$ cat config.mk
export PLATFORM = sky130hd
export DESIGN_NAME = l2cache_ctrl_nway
export DESIGN_NICKNAME = d
export VERILOG_FILES = /design/src/rtl/l2cache_ctrl_nway_pkg.sv /design/src/rtl/l2cache_ctrl_nway_arb.sv /design/src/rtl/l2cache_ctrl_nway.sv
export SDC_FILE = /design/constraint.sdc
export NUM_CORES = 1
export LEC_CHECK = 0
export CAP_MARGIN = 25
export CORE_AREA = 10 10 62 52
export DETAILED_ROUTE_END_ITERATION = 10
export DIE_AREA = 0 0 72 62
export PLACE_DENSITY_LB_ADDON = 0.05
export SYNTH_ARGS = -nofsm -noshare
export SYNTH_HDL_FRONTEND = slang
export SYNTH_HIERARCHICAL = 1
export SYNTH_SLANG_ARGS = --single-unit
$ cat constraint.sdc
create_clock -name clk -period 2.6 [get_ports clk]
set_input_delay 0.65 -clock clk [delete_from_list [all_inputs] [get_ports clk]]
set_output_delay 0.65 -clock clk [all_outputs]
set_load 0.005 [all_outputs]
$ cat src/rtl/l2cache_ctrl_nway_pkg.sv
// Shared types for the L2 cache control FSM.
// State and requester-source encodings.
package l2cache_ctrl_nway_pkg;

  typedef enum logic [2:0] {
    ST_IDLE   = 3'd0,
    ST_LOOKUP = 3'd1,
    ST_OP     = 3'd2,
    ST_WBACK  = 3'd3,
    ST_FILL   = 3'd4,
    ST_STORE  = 3'd5
  } state_t;

  typedef enum logic [1:0] {
    SRC_I  = 2'd0,
    SRC_D  = 2'd1,
    SRC_OP = 2'd2
  } src_t;

endpackage

$ cat src/rtl/l2cache_ctrl_nway_arb.sv
// Request arbiter for the L2 controller.
// Cache ops win outright; I and D alternate when both pend.
module l2cache_ctrl_nway_arb
  import l2cache_ctrl_nway_pkg::*;
(
  input  logic clk,
  input  logic rst,
  input  logic en_i,
  input  logic i_req_i,
  input  logic d_req_i,
  input  logic op_req_i,
  output logic gnt_o,
  output src_t src_o
);

  // 1 = D was the last I/D grant, so I wins the next tie
  logic rr_d_q;

  // Grant decode: op first, then round-robin I vs D
  always_comb begin
    gnt_o = 1'b0;
    src_o = SRC_I;
    if (op_req_i) begin
      gnt_o = 1'b1;
      src_o = SRC_OP;
    end else if (i_req_i && d_req_i) begin
      gnt_o = 1'b1;
      src_o = rr_d_q ? SRC_I : SRC_D;
    end else if (i_req_i) begin
      gnt_o = 1'b1;
      src_o = SRC_I;
    end else if (d_req_i) begin
      gnt_o = 1'b1;
      src_o = SRC_D;
    end
  end

  // Remember the last I/D winner; op grants leave it alone
  always_ff @(posedge clk or posedge rst) begin
    if (rst) begin
      rr_d_q <= 1'b1;
    end else if (en_i && gnt_o && (src_o != SRC_OP)) begin
      rr_d_q <= (src_o == SRC_D);
    end
  end

endmodule

$ cat src/rtl/l2cache_ctrl_nway.sv
// Control FSM for the shared N-way L2 cache.
// Drives datapath selects and write enables only.
module l2cache_ctrl_nway
  import l2cache_ctrl_nway_pkg::*;
#(
  parameter  int WAYS       = 2,
  parameter  int LINE_WORDS = 4,
  localparam int WB         = $clog2(WAYS),
  localparam int LB         = $clog2(LINE_WORDS)
) (
  input  logic          clk,
  input  logic          rst,
  input  logic          i_req,
  input  logic          d_req,
  input  logic          d_we,
  input  logic          op_req,
  input  logic          op_store,
  input  logic [WAYS-1:0] hit_vec,
  input  logic [WAYS-1:0] v_vec,
  input  logic [WAYS-1:0] d_vec,
  input  logic [WB-1:0] lru_way,
  input  logic          mem_ready,
  output logic          i_ready,
  output logic          d_ready,
  output logic          op_ready,
  output logic          addr_s,
  output logic [WB-1:0] way_sel,
  output logic [LB-1:0] word_idx,
  output logic          t_w,
  output logic          v_w,
  output logic          v_wdata,
  output logic          d_w,
  output logic          d_wdata,
  output logic          da_w,
  output logic          da_ds,
  output logic          data_mem,
  output logic          mem_r,
  output logic          mem_w,
  output logic          mem_write_back,
  output logic          cache_tag_w,
  output logic          lru_upd,
  output logic          busy
);

  state_t        state_q, state_d;
  logic [LB-1:0] cnt_q, cnt_d;
  logic [WB-1:0] vic_q, vic_d;
  src_t          src_q, src_d;
  logic          we_q, we_d;
  logic          st_q, st_d;
  logic          as_q, as_d;

  logic          gnt;
  src_t          gsrc;
  logic          rdy;
  logic          hit;
  logic [WB-1:0] hit_way;
  logic          any_inv;
  logic [WB-1:0] inv_way;
  logic [WB-1:0] vic_way;
  logic          vic_wb;
  logic          last;

  l2cache_ctrl_nway_arb u_arb (
    .clk      (clk),
    .rst      (rst),
    .en_i     (state_q == ST_IDLE),
    .i_req_i  (i_req),
    .d_req_i  (d_req),
    .op_req_i (op_req),
    .gnt_o    (gnt),
    .src_o    (gsrc)
  );

  // Hit way and victim choice; lowest index wins on ties
  always_comb begin
    hit_way = '0;
    inv_way = '0;
    for (int w = WAYS - 1; w >= 0; w--) begin
      if (hit_vec[w]) hit_way = WB'(w);
      if (!v_vec[w])  inv_way = WB'(w);
    end
    hit     = |hit_vec;
    any_inv = ~&v_vec;
    vic_way = any_inv ? inv_way : lru_way;
    vic_wb  = !any_inv && d_vec[lru_way];
    last    = (cnt_q == LB'(LINE_WORDS - 1));
  end

  // Next state, per-transaction latches and datapath controls
  always_comb begin
    state_d        = state_q;
    cnt_d          = cnt_q;
    vic_d          = vic_q;
    src_d          = src_q;
    we_d           = we_q;
    st_d           = st_q;
    as_d           = as_q;
    rdy            = 1'b0;
    way_sel        = '0;
    word_idx       = '0;
    t_w            = 1'b0;
    v_w            = 1'b0;
    v_wdata        = 1'b0;
    d_w            = 1'b0;
    d_wdata        = 1'b0;
    da_w           = 1'b0;
    da_ds          = 1'b0;
    data_mem       = 1'b0;
    mem_r          = 1'b0;
    mem_w          = 1'b0;
    mem_write_back = 1'b0;
    cache_tag_w    = 1'b0;
    lru_upd        = 1'b0;
    unique case (state_q)
      ST_IDLE: begin
        if (gnt) begin
          src_d   = gsrc;
          we_d    = d_we && (gsrc == SRC_D);
          st_d    = op_store;
          as_d    = (gsrc == SRC_I);
          cnt_d   = '0;
          state_d = (gsrc == SRC_OP) ? ST_OP : ST_LOOKUP;
        end
      end
      ST_OP: begin
        rdy         = 1'b1;
        t_w         = st_q;
        cache_tag_w = !st_q;
        state_d     = ST_IDLE;
      end
      ST_LOOKUP: begin
        if (hit) begin
          way_sel = hit_way;
          rdy     = 1'b1;
          lru_upd = 1'b1;
          if (we_q) begin
            da_w    = 1'b1;
            da_ds   = 1'b1;
            d_w     = 1'b1;
            d_wdata = 1'b1;
          end
          state_d = ST_IDLE;
        end else begin
          way_sel = vic_way;
          vic_d   = vic_way;
          cnt_d   = '0;
          state_d = vic_wb ? ST_WBACK : ST_FILL;
        end
      end
      ST_WBACK: begin
        way_sel        = vic_q;
        word_idx       = cnt_q;
        mem_w          = 1'b1;
        mem_write_back = 1'b1;
        if (mem_ready) begin
          cnt_d = cnt_q + LB'(1);
          if (last) begin
            cnt_d   = '0;
            state_d = ST_FILL;
          end
        end
      end
      ST_FILL: begin
        way_sel  = vic_q;
        word_idx = cnt_q;
        mem_r    = 1'b1;
        if (mem_ready) begin
          da_w  = 1'b1;
          cnt_d = cnt_q + LB'(1);
          if (last) begin
            cnt_d   = '0;
            state_d = ST_STORE;
          end
        end
      end
      ST_STORE: begin
        way_sel = vic_q;
        t_w     = 1'b1;
        v_w     = 1'b1;
        v_wdata = 1'b1;
        d_w     = 1'b1;
        d_wdata = we_q;
        // requester word lands at the address offset the datapath holds
        da_w    = we_q;
        da_ds   = we_q;
        data_mem = !we_q;
        rdy     = 1'b1;
        lru_upd = 1'b1;
        state_d = ST_IDLE;
      end
      default: begin
        state_d = ST_IDLE;
      end
    endcase
  end

  assign i_ready  = rdy && (src_q == SRC_I);
  assign d_ready  = rdy && (src_q == SRC_D);
  assign op_ready = rdy && (src_q == SRC_OP);
  assign addr_s   = as_q;
  assign busy     = (state_q != ST_IDLE);

  // State register
  always_ff @(posedge clk or posedge rst) begin
    if (rst) state_q <= ST_IDLE;
    else     state_q <= state_d;
  end

  // Beat counter, victim way and granted-request latches
  always_ff @(posedge clk or posedge rst) begin
    if (rst) begin
      cnt_q <= '0;
      vic_q <= '0;
      src_q <= SRC_I;
      we_q  <= 1'b0;
      st_q  <= 1'b0;
      as_q  <= 1'b0;
    end else begin
      cnt_q <= cnt_d;
      vic_q <= vic_d;
      src_q <= src_d;
      we_q  <= we_d;
      st_q  <= st_d;
      as_q  <= as_d;
    end
  end

endmodule

# Yosys cells after proc, flatten, opt, wreduce, memory -nomap -nowiden

Cells that the tools add are included.

Register bits: 12
Bits of input ports: 15
Word-level logic and storage cells: 101

Magnitude comparators: 1
Multiplexer cells: 48
Add/subtract/negate cells: 1
Bitwise logic cells: 1
Equality and inequality tests: 18
Reductions and logical operators: 24

Operators with widths:

| kind                                                | count |
|---|---|
| 2-to-1 mux 1 bit                                    | 23 |
| 2-to-1 mux 3 bit                                    | 7 |
| 2-to-1 mux 2 bit                                    | 9 |
| inequality test 2 bit, second input constant        | 7 |
| one-hot mux 1 bit (2 select lines)                  | 6 |
| one-hot mux 3 bit (4 select lines)                  | 1 |
| logical AND 1 bit                                   | 8 |
| equality test 2 bit, second input constant          | 3 |
| equality test 3 x 2 -> 1 bit, second input constant | 2 |
| equality test 3 bit, second input constant          | 2 |
| one-hot mux 2 bit (3 select lines)                  | 1 |
| AND reduction 2 bit                                 | 3 |
| nonzero test 3 bit                                  | 2 |
| OR reduction 2 bit                                  | 3 |
| AND reduction 5 bit                                 | 1 |
| equality test 2 x 1 -> 1 bit, second input constant | 2 |
| logical NOT 2 bit                                   | 2 |
| AND reduction 4 bit                                 | 1 |
| equality test 3 x 1 -> 1 bit, second input constant | 1 |
| logical NOT 3 bit                                   | 1 |
| one-hot mux 1 bit (3 select lines)                  | 1 |
| OR reduction 3 bit                                  | 1 |
| adder 2 x 1 -> 2 bit, second input constant         | 1 |
| logical NOT 1 bit                                   | 2 |
| other kinds (3)                                     | 3 |

# Depth between registers and ports, before layout

Depth after elaboration: 8
Depth in mapped cells: 6
Mapped depth without buffers: 6

# Hierarchy

The synthesis kept the hierarchy.

Modules (own cells, without submodules):

| module                | times used | cells each | area an instance (um2) |
|---|---|---|---|
| l2cache_ctrl_nway     | 1          | 97         | 795.8 |
| l2cache_ctrl_nway_arb | 1          | 9          | 80.1 |

# Worst setup path before layout

No wires, ideal clock.

Path type: in2out
Start: input port hit_vec[0]
End: output port way_sel
Arrival time: 1343 ps
Path buffers: 0
Slack: 607 ps
Stages on the path: 2
Path through: or4b_4 o21ai_0

Cells in the longest elaborated chain, start to end: 3
Elaborated cells between the ends (all ways): 4
Those cells by class: 3 x mux; 1 x reduce/logical

RTL lines:

| item                                                          | RTL line                                         | source |
|---|---|---|
| start, declared                                               | l2cache_ctrl_nway.sv:18                          | `input logic [WAYS-1:0] hit_vec,` |
| 2-to-1 mux 1 bit / OR reduction 2 bit (equally long branches) | l2cache_ctrl_nway.sv:80, l2cache_ctrl_nway.sv:83 |  |
| 2-to-1 mux 1 bit (*)                                          | l2cache_ctrl_nway.sv:133                         | `if (hit) begin` |
| one-hot mux 1 bit (2 select lines) (*)                        | l2cache_ctrl_nway.sv:115                         | `unique case (state_q)` |
| end, declared                                                 | l2cache_ctrl_nway.sv:27                          | `output logic [WB-1:0] way_sel,` |

Every way passes the cells marked *; elsewhere a longest branch is shown, timed or not.

# Final worst setup path

Start: register state_q[0]
End: output port word_idx[0]

Cells in the longest elaborated chain, start to end: 3
Elaborated cells between the ends (all ways): 4
Those cells by class: 2 x eq/ne; 1 x mux; 1 x reduce/logical

RTL lines:

| item                                                                       | RTL line                 | source |
|---|---|---|
| start, declared                                                            | l2cache_ctrl_nway.sv:45  | `state_t state_q, state_d;` |
| start signal, assigned                                                     | l2cache_ctrl_nway.sv:207 | `else state_q <= state_d;` |
| equality test 3 bit / equality test 3 x 2 -> 1 bit (equally long branches) | l2cache_ctrl_nway.sv:115 |  |
| OR reduction 2 bit (no source line) (*)                                    | n/a                      |  |
| 2-to-1 mux 2 bit (*)                                                       | l2cache_ctrl_nway.sv:115 |  |
| end, declared                                                              | l2cache_ctrl_nway.sv:28  | `output logic [LB-1:0] word_idx,` |

Marks and branches as above.

==> flow_metrics.env <==
export IMPL_status="complete, no violations"
export IMPL_cts_sinks=12
export IMPL_yosysWarnings=6
export IMPL_drt_wl_total_um=2440
export IMPL_worst_pin_slew_ns=0.486
export IMPL_grt_start_max_net_pins=12
export IMPL_ctsHtreeMaxLevel=1
export IMPL_numCtsBuffers=3
export IMPL_synth_top_area_cell="dfrtp_1"
export IMPL_dr_total_vias=913
export IMPL_period_share_pct=97.8
export IMPL_antenna_found_initial=0
export IMPL_period_needed_ns=2.54
export IMPL_wl_per_cell_um=14.2
export IMPL_synth_fa_ha_area_share_pct=1.43
export IMPL_final_layout_size_suffix_gt1_share_pct=21.1
export IMPL_whs_ns=0.483
export IMPL_diodes=0
export IMPL_hpwl_um=1950
export IMPL_firstDrtPassIters=3
export IMPL_clk_pin_slew_worst_paths_ns=0.08
export IMPL_grt_total_usage_pct=11.2
export IMPL_async_reset_ff_share_pct=100
export IMPL_die_x_um=72
export IMPL_grt_overflow_total=0
export IMPL_clockRootBuffer="clkbuf_4"
export IMPL_rows=15
export IMPL_fin_tns_setup_ns=0
export IMPL_grt_pass1_vias=876
export IMPL_ff2ff_path_depth=5
export IMPL_critPathRequiredTime_ns=1.95
export IMPL_peakVddDrop_mv=0.565
export IMPL_slowest_stage="clkdlybuf4s50_1"
export IMPL_synth_top_family_by_area="simple AND/OR/NAND/NOR gates"
export IMPL_nNetsFinal=164
export IMPL_crit_path_max_fanout=10
export IMPL_dpl_cell_count=167
export IMPL_cts_buffer_depth=2
export IMPL_final_antenna_net_count=0
export IMPL_hold_start="addr_s"
export IMPL_drt_iter0_drc=48
export IMPL_place_congestion=0.758
export IMPL_max_slew_margin_pct=67.4
export IMPL_power_per_cell_area_mw_per_mm2=964
export IMPL_synth_top_area_share_pct=31.4
export IMPL_finalMaxSlewViolations=0
export IMPL_hold_path_class="reg2reg"
export IMPL_crit_type="reg2out"
export IMPL_synthMuxAreaShare_pct=7.57
export IMPL_die_y_um=62
export IMPL_endpoint_kind="primary output"
export IMPL_ys_types=35
export IMPL_ys_flop_type="dfrtp_1"
export IMPL_cp_cell_sequence="buf_4, nor3b_4, nor2_4, nor2b_1, clkdlybuf4s50_1"
export IMPL_netlist_top_cells_area="dfrtp_1 (31%), mux2_2 (6.4%), nand2_1 (5.1%)"
export IMPL_skew_ns=0.00654
export IMPL_p_leak_nw=0.617
export IMPL_portBuffers=35
export IMPL_clock_latency_ns=0.28
export IMPL_reg2reg_to="state_q[0]"
export IMPL_holdPathEnd="addr_s"
export IMPL_core_area_mm2=0.00210
export IMPL_worstSetupStartpointType="flop"
export IMPL_synth_compound_area_share_pct=14.6
export IMPL_cap_violations=0
export IMPL_seqCellArea_um2=304
export IMPL_hold_viol_final=0
export IMPL_area_growth_pct=52.6
export IMPL_yosys_area_share_simple_pct=32.4
export IMPL_synth_nets=122
export IMPL_finalWorstSetupSlack_ns=0.0580
export IMPL_crit_buf_inv=2
export IMPL_synth_edff_count=0
export IMPL_crit_family="buffers and inverters"
export IMPL_drc_errors=0
export IMPL_ys_seq_area_share_pct=34.4
export IMPL_avgSynthCellArea_um2=8.26
export IMPL_initial_core_util_pct=41.7
export IMPL_syn_area_um2=876
export IMPL_viasPerCell=5.31
export IMPL_layoutNonFillerInstCount=172
export IMPL_crit_cells=5
export IMPL_rsz0062_at_grt="yes"
export IMPL_grt_pass1_wl_um=4050
export IMPL_multi_input_area_um2=518
export IMPL_rr_startpoint="state_q[2]"
export IMPL_post_place_ws_ns=-0.348
export IMPL_min_path_cells=2
export IMPL_regToRegSetupSlack_ns=0.83
export IMPL_fmax_ghz=0.393
export IMPL_cts_tree="built"
export IMPL_nFillCells=201
export IMPL_die_area_mm2=0.00446
export IMPL_synth_xor_area_share_pct=0
export IMPL_ys_ff_latch=12
export IMPL_setup_viol=0
export IMPL_slowest_delay_ns=0.51
export IMPL_io_pins=36
export IMPL_cp_arrival_ns=1.89
export IMPL_synth_cells=106
per-layer routing:
layer  up-vias  share of wire (%)  global-route usage (%)  routed length [um]
met4         0                1.1                    4.13                  27
met5         -                  0                       0                   0
met2        28                 43                    18.3                1040
met3         4                8.4                    4.13                 204
met1       434                 48                    13.3                1160
li1        447                  -                       -                   -
synth_stat cells, drive strengths merged (2+ instances only):
cell	number
buf	6
o21ai	8
mux2	5
a32oi	2
nor3b	4
nor3	7
nor2	10
a31oi	3
clkbuf	2
a21oi	2
inv	9
nand2	12
nand3b	2
dfrtp	11
nand2b	2
nor2b	5
cells in the final DEF (no fill, tap or decap), types with 2 or more instances in the layout:
| cell type | n |
|---|---|
| a21oi_1 | 2 |
| o21ai_1 | 2 |
| a31oi_1 | 3 |
| nor3_2 | 2 |
| clkbuf_4 | 3 |
| nor3_1 | 5 |
| a32oi_1 | 2 |
| nor2b_1 | 5 |
| mux2_2 | 5 |
| buf_4 | 10 |
| nand2_1 | 12 |
| dfrtp_1 | 9 |
| dlygate4sd2_1 | 10 |
| nor2_1 | 9 |
| dfrtp_2 | 2 |
| o21ai_0 | 6 |
| clkdlybuf4s50_1 | 25 |
| nand3b_1 | 2 |
| nand2b_1 | 2 |
| nor3b_1 | 3 |
| inv_1 | 9 |
final cells by class:
| class | instances | area share (%) |
|---|---|---|
| timing repair buffer | 45 | 30.9 |
| multi-input combinational | 77 | 38.8 |
| inverter | 9 | 2.53 |
| sequential | 12 | 22.8 |
| tap | 25 | 2.34 |
| clock buffer | 4 | 2.72 |
flip-flops by register name, indices dropped and copies added, names as in the netlist:
register / flops
state_q: 3
cnt_q: 2
src_q: 2
addr_s: 1
st_q: 1
u_arb/rr_d_q: 1
vic_q: 1
we_q: 1
through the flow:
stage                     instance area, um2  total power [W]  utilization [%]
after floorplan                          876         0.000783                -
after global placement                  1270          0.00110             60.7
after detailed placement                1270          0.00112             60.7
after CTS                               1310          0.00126             62.3
after global routing                    1340          0.00140             63.6
final                                   1340          0.00129             63.6
power by group:
group / internal (W) / switching, W
registers: 0.000278 / 0.0000810
clock network: 0.0000852 / 0.0000684
logic: 0.000427 / 0.000349
kinds of logic (layout without fill, tap and decap cells):
| family | count (synthesis) | count (layout) |
|---|---|---|
| AND/OR/NAND/NOR | 50 | 50 |
| AO/OA/AOI/OAI | 20 | 20 |
| buffers and inverters | 17 | 58 |
| flip-flops | 12 | 12 |
| multiplexers | 6 | 6 |
| adder cells (fa/ha/maj) | 1 | 1 |
worst min-delay path, stage by stage (launching register included):
cell and delay [ns]:
dfrtp_1 0.35, nand2_1 0.05, o31ai_1 0.06
how the worst max path moves through the flow:
stage                from          end  slack, ns
3_5_place_dp   hit_vec[0]      way_sel      -0.35
3_3_place_gp   hit_vec[0]      way_sel      -0.34
6_report       state_q[0]  word_idx[0]       0.06
4_1_cts        state_q[0]  word_idx[0]      0.004
2_1_floorplan  hit_vec[0]      way_sel       0.61
5_1_grt        state_q[0]  word_idx[0]      -0.03
repair_timing:
item                                    in CTS  in global routing
gates cloned                                 0                  0
buffers inserted                             0                  1
endpoints found under the hold margin        0                  0
pin swaps                                    1                  0
hold buffers                                 0                  0
endpoints found under the setup margin      11                  5
gates resized for setup                     14                  6
(Power assumes the default switching activity.)
